`src/rtl/qbert_motion_ctrl.sv`:
```
// Q*bert sprite position controller: accepts jump commands, walks the
// sprite centre pixel by pixel to the target cube at a divided tick rate.
//
// Ports:
//   clk, reset          clock, synchronous active-high reset
//   x_init, y_init      start position, loaded on reset and on load
//   load                in IDLE, forces position to x_init/y_init
//   jump_req, jump_dir  single-cycle jump request and direction
//                       (bit0: 0=x+DX 1=x-DX, bit1: 0=y-DY 1=y+DY)
//   jump_ack, jump_err  1-cycle accept / out-of-bounds reject pulses
//   busy, done          move in progress / 1-cycle completion pulse
//   qbert_x, qbert_y    current sprite centre
module qbert_motion_ctrl #(
    parameter int DX        = 60,
    parameter int DY        = 50,
    parameter int TICK_LOG2 = 20,
    parameter int X_MIN     = 0,
    parameter int X_MAX     = 799,
    parameter int Y_MIN     = 0,
    parameter int Y_MAX     = 479
) (
    input  logic        clk,
    input  logic        reset,
    input  logic [10:0] x_init,
    input  logic [9:0]  y_init,
    input  logic        load,
    input  logic        jump_req,
    input  logic [1:0]  jump_dir,
    output logic        jump_ack,
    output logic        jump_err,
    output logic        busy,
    output logic        done,
    output logic [10:0] qbert_x,
    output logic [9:0]  qbert_y
);

    typedef enum logic [1:0] {
        IDLE,
        MOVE1,
        MOVE2,
        FINISH
    } state_t;

    localparam int CW = TICK_LOG2 + 1;
    localparam logic [CW-1:0] TICK_AT = CW'(1) << TICK_LOG2;

    localparam logic signed [11:0] SDX = 12'(DX);
    localparam logic signed [11:0] SDY = 12'(DY);
    localparam logic signed [11:0] XLO = 12'(X_MIN);
    localparam logic signed [11:0] XHI = 12'(X_MAX);
    localparam logic signed [11:0] YLO = 12'(Y_MIN);
    localparam logic signed [11:0] YHI = 12'(Y_MAX);

    state_t state, state_nxt;

    logic [CW-1:0]     cnt;
    logic              tick;
    logic signed [11:0] cx, cy, tx, ty;
    logic              in_bounds;
    logic              idle, accept, reject;
    logic [10:0]       tgt_x;
    logic [9:0]        tgt_y;
    logic              down;
    logic              walk_x, walk_y;
    logic              at_x, at_y, arrived;

    // Free-running divider; tick marks the 0->1 edge of its top bit.
    always_ff @(posedge clk) begin
        if (reset)
            cnt <= '0;
        else
            cnt <= cnt + CW'(1);
    end

    assign tick = (cnt == TICK_AT);

    // Candidate target in signed arithmetic so underflow is visible.
    assign cx = signed'({1'b0, qbert_x});
    assign cy = signed'({2'b00, qbert_y});
    assign tx = jump_dir[0] ? cx - SDX : cx + SDX;
    assign ty = jump_dir[1] ? cy + SDY : cy - SDY;

    assign in_bounds = (tx >= XLO) && (tx <= XHI) &&
                       (ty >= YLO) && (ty <= YHI);

    // load takes priority over a simultaneous jump request.
    assign idle   = (state == IDLE);
    assign accept = idle && !load && jump_req && in_bounds;
    assign reject = idle && !load && jump_req && !in_bounds;

    // Up jumps walk y first; down jumps walk x first.
    assign walk_x = ((state == MOVE1) && down) ||
                    ((state == MOVE2) && !down);
    assign walk_y = ((state == MOVE1) && !down) ||
                    ((state == MOVE2) && down);

    assign at_x    = (qbert_x == tgt_x);
    assign at_y    = (qbert_y == tgt_y);
    assign arrived = walk_x ? at_x : at_y;

    always_ff @(posedge clk) begin
        if (reset)
            state <= IDLE;
        else
            state <= state_nxt;
    end

    always_comb begin
        state_nxt = state;
        unique case (state)
            IDLE:    if (accept)  state_nxt = MOVE1;
            MOVE1:   if (arrived) state_nxt = MOVE2;
            MOVE2:   if (arrived) state_nxt = FINISH;
            FINISH:  state_nxt = IDLE;
            default: state_nxt = IDLE;
        endcase
    end

    always_comb begin
        busy = (state != IDLE);
        done = (state == FINISH);
    end

    always_ff @(posedge clk) begin
        if (reset) begin
            qbert_x  <= x_init;
            qbert_y  <= y_init;
            tgt_x    <= x_init;
            tgt_y    <= y_init;
            down     <= 1'b0;
            jump_ack <= 1'b0;
            jump_err <= 1'b0;
        end else begin
            jump_ack <= accept;
            jump_err <= reject;
            if (idle) begin
                if (load) begin
                    qbert_x <= x_init;
                    qbert_y <= y_init;
                end else if (accept) begin
                    tgt_x <= tx[10:0];
                    tgt_y <= ty[9:0];
                    down  <= jump_dir[1];
                end
            end else if (tick) begin
                if (walk_x && !at_x)
                    qbert_x <= (qbert_x < tgt_x) ? qbert_x + 11'd1
                                                 : qbert_x - 11'd1;
                if (walk_y && !at_y)
                    qbert_y <= (qbert_y < tgt_y) ? qbert_y + 10'd1
                                                 : qbert_y - 10'd1;
            end
        end
    end

endmodule

```
`config.mk`:
```
export PLATFORM = sky130hd
export DESIGN_NAME = qbert_motion_ctrl
export DESIGN_NICKNAME = d
export VERILOG_FILES = /design/src/rtl/qbert_motion_ctrl.sv
export SDC_FILE = /design/constraint.sdc
export NUM_CORES = 1
export LEC_CHECK = 0
export CAP_MARGIN = 20
export CORE_MARGIN = 4
export CORE_UTILIZATION = 52
export DETAILED_ROUTE_END_ITERATION = 10
export PLACE_DENSITY = 0.79
export SYNTH_ARGS = -nofsm -noshare
export SYNTH_HDL_FRONTEND = slang
export SYNTH_SLANG_ARGS = --single-unit
```
`constraint.sdc`:
```
create_clock -name clk -period 3.7 [get_ports clk]
set_clock_uncertainty 0.05 [all_clocks]
set_input_delay 1.11 -clock clk [delete_from_list [all_inputs] [get_ports clk]]
set_output_delay 1.11 -clock clk [all_outputs]
set_load 0.02 [all_outputs]
```
==> summary.md <==
| Metric | Value |
|---|---|
| Detailed router's first-iteration violation count | `~230` |
| Critical-path top delay cell | `or4_4` |
| Ant diodes | `0` |
| Finished Layout Cells | `roughly 800` |
| # IOs | `52` |
| Final Util | `71.5%` |
| Worst hold path type | `register to register` |
| Top_reg_cell synth | `edfxtp_1` |
| Final setup viols | `0` |
| Maxcap violations | `0` |
| CTS Root Cell | `clkbuf_8` |
| Largest net degree at the start of global routing | `48` |
| Clock share of power | `14.9%` |
| Slew @ Worst Pin | `~0.8 ns` |
| Tmin final | `between 3 and 4 ns` |
| Pint | `2650 uW` |
| GRT Residual Overflow | `0` |
| Buffers on Ports | `51` |
| Cells along the critical path | `dlygate4sd2_1 > buf_4 > ha_1 > and2_1 > nand4_1 > a31oi_4 > nor4_2 > a2111o_1 > or4_4 > nand2b_4 > bufbuf_16` |
| Avg Synthesized Cell Area | `9.02 sq um` |
| CTS tree | `built` |
| Dpl cells | `around 800` |
| Slew Viols, Final | `0` |
| Hold Fails Final Rpt | `0` |
| Area Growth Syn to Fin | `33.1%` |
| Die ar. | `between 0.01 and 0.015 sq mm` |
| Total CTS buffers | `9` |
| Antenna viol nets, final | `0` |
| Mapped Cells | `roughly 560` |
| RSZ-0062 raised after global routing | `yes` |
| Worst slew margin | `between 40% and 50%` |
| Die H | `about 110 um` |
| Placed Instance Area | `between 0.006 and 0.007 sq mm` |
| Number of synthesized flops with an enable pin | `between 40 and 50` |
| Hold Slack | `around 0.44 ns` |
| Yosys cell types | `56` |
| CTS clk-pin slew, worst paths | `0.08 ns` |
| Initial antenna violation count | `0` |
| Sw frac | `about two fifths` |
| Worst setup startpoint | `jump_dir[0]` |
| Maximum number of buffers from clock root to sink | `2` |
| Flops & latches, synth | `a little under 70` |
| FMAX | `~270 MHz` |
| Cell Rows | `35` |
| Async SR Flop Fraction | `0%` |
| Yosys warns | `0` |
| Most frequent cells in the layout | `buf_4, ha_1, nand2_1` |
| Core Box Area | `~0.0093 sq mm` |
| LEAKAGE | `slightly below 0.003 uW` |
| Pwr dens | `666 mW/mm^2` |
| Worst hold stages | `1` |
| Synthesized area | `0.00502 sq mm` |
| Run status | `completed` |
| Comb pwr share | `between 60 and 70%` |
| R2R depth | `16` |
| Die Width | `between 100 and 150 um` |
| Commonest non-fill, non-tap cell in the layout | `buf_4` |
| Layout net count | `between 700 and 800` |
| H-tree levels | `3` |
| Kind of critical path | `input pin to register` |
| Final wirelength | `about 14000 um` |
| Sw Pwr | `~1800 uW` |
| Hold path start | `cnt[0]$_SDFF_PP0_` |
| Synth Net Count | `640` |
| Period utilization | `98.3%` |
| First-pass GRT wire length | `22300 um` |
| All-Layer GR Usage | `approximately a quarter` |
| Startpoint types | `input pin` |
| CTS Sinks | `68` |
| Seq/Total Area, Yosys | `35.5%` |
| WL per Instance | `~17 um` |
| Via count | `around 4.7k` |
| Hpwl dp | `~9500 um` |
| Worst setup EP type | `register` |
| Crit Path Max Fanout | `6` |
| Vias per inst | `around 5.7` |
| Seq pwr share | `between 20% and 30%` |
| Initial Utilization | `53.8%` |
| Vias in the first global route | `roughly 4.7k` |
| Crit Reg-Reg Startpoint | `qbert_x[1]$_DFFE_PP_` |
| RePlAce Congestion | `about 0.89` |
| Peak supply drop | `slightly below 300 uV` |
| Initial DRT Pass Iterations | `8` |
| Layout cells sized above 1 | `between 20% and 30%` |
| Total power | `between 4000 and 5000 uW` |
| Post-route DRC | `0` |
| Worst Path Required | `3.73 ns` |
| Final Cell Area | `roughly 0.0067 sq mm` |
| Critical path arrival | `3.67 ns` |
| Slowest stage delay, CP | `around 0.51 ns` |
| Worst skew pair latency | `around 0.36 ns` |
synth_stat cells (5+ instances only):
cell | n | share of area, %
ha_1 | 54 | 13
nand2_1 | 51 | 3.8
inv_1 | 45 | 3.4
o21ai_0 | 45 | 4.5
edfxtp_1 | 42 | 25
nor2_1 | 38 | 2.8
xor2_1 | 29 | 5.1
a21oi_1 | 28 | 2.8
dfxtp_1 | 26 | 10
xnor2_1 | 20 | 3.5
clkbuf_1 | 16 | 1.2
nor3_1 | 15 | 1.5
nand3_1 | 14 | 1.4
nand4_1 | 11 | 1.4
o21bai_1 | 9 | 1.3
a21o_1 | 8 | 1.2
mux2_2 | 8 | 1.8
nor2b_1 | 8 | 1.0
and3_1 | 6 | 0.75
nand2b_1 | 6 | 0.75
or3_1 | 6 | 0.75
a211oi_1 | 5 | 0.75
a31oi_1 | 5 | 0.62
mux2i_1 | 5 | 1.0
nor4_1 | 5 | 0.62
o21a_1 | 5 | 0.75
stage by stage:
step / setup WS [ns] / setup TNS, ns
2_1_floorplan: 0.0248 / 0
3_3_place_gp: -0.465 / -11.05
3_5_place_dp: -0.508 / -12.64
4_1_cts: -0.0178 / -0.0178
5_1_grt: -0.153 / -0.299
6_report: 0.0611 / 0
state kept, by name, indices dropped and copies added, names as in the netlist:
signal    count
cnt          21
qbert_x      11
tgt_x        11
qbert_y      10
tgt_y        10
state         2
down          1
jump_ack      1
jump_err      1
power groups by stage:
stage	Sequential (uW)	Clock (uW)	Combinational, uW
after global routing	1030	697	3030
after floorplan	1140	0	1410
after CTS	1020	663	2570
final	1020	661	2770
after detailed placement	1030	0	2390
after global placement	1020	0	2280
what timing repair did:
action                                  CTS  global route
cloned                                    1             0
endpoints found under the hold margin     0             0
setup buffers                             6             6
pin swaps                                 9            15
gates resized for setup                  24            21
endpoints found under the setup margin   28            15
hold buffers                              0             0
per-layer routing:
metal | share of wire, % | vias up | wire, um | track usage, %
li1 | - | 2246 | - | -
met3 | 5.0 | 44 | 680 | 4.92
met5 | 0 | - | 0 | 0
met1 | 42 | 2219 | 5740 | 29.6
met2 | 50 | 149 | 6910 | 42.2
met4 | 2.8 | 0 | 381 | 10.5
cell families after synthesis:
| kind of cell | synth area share [%] |
|---|---|
| flip-flops | 35.5 |
| XOR/XNOR | 8.56 |
| adder cells (fa/ha/maj) | 14.7 |
| multiplexers | 2.79 |
| buffers and inverters | 4.89 |
| AND/OR/NAND/NOR | 17.7 |
| AO/OA/AOI/OAI | 15.9 |
worst max-delay path: cells and delay by family:
family	cells	cell delay, ns
and+or+nand+nor	5	0.98
buffers and inverters	3	0.67
AOI/OAI and AO/OA	2	0.60
adders and majority gates	1	0.30
worst paths after layout:
| kind | to | slack (ns) |
|---|---|---|
| hold / removal | cnt[0]$_SDFF_PP0_ | 0.44 |
| setup / recovery | tgt_x[0]$_DFFE_PP_ | 0.06 |
| setup reg to reg | qbert_x[9]$_DFFE_PP_ | 0.09 |
| hold reg to reg | cnt[0]$_SDFF_PP0_ | 0.44 |
final cells by class:
type                    instances  area, sq um
multi-input cells             424         3180
fillers                       671         2650
flip-flops and latches         68         1780
repair buffers                135         1170
inverters                      45          169
well taps                     129          161
clock buffers                  11          153
clock inverters                 5         55.1
(Power assumes the default switching activity.)
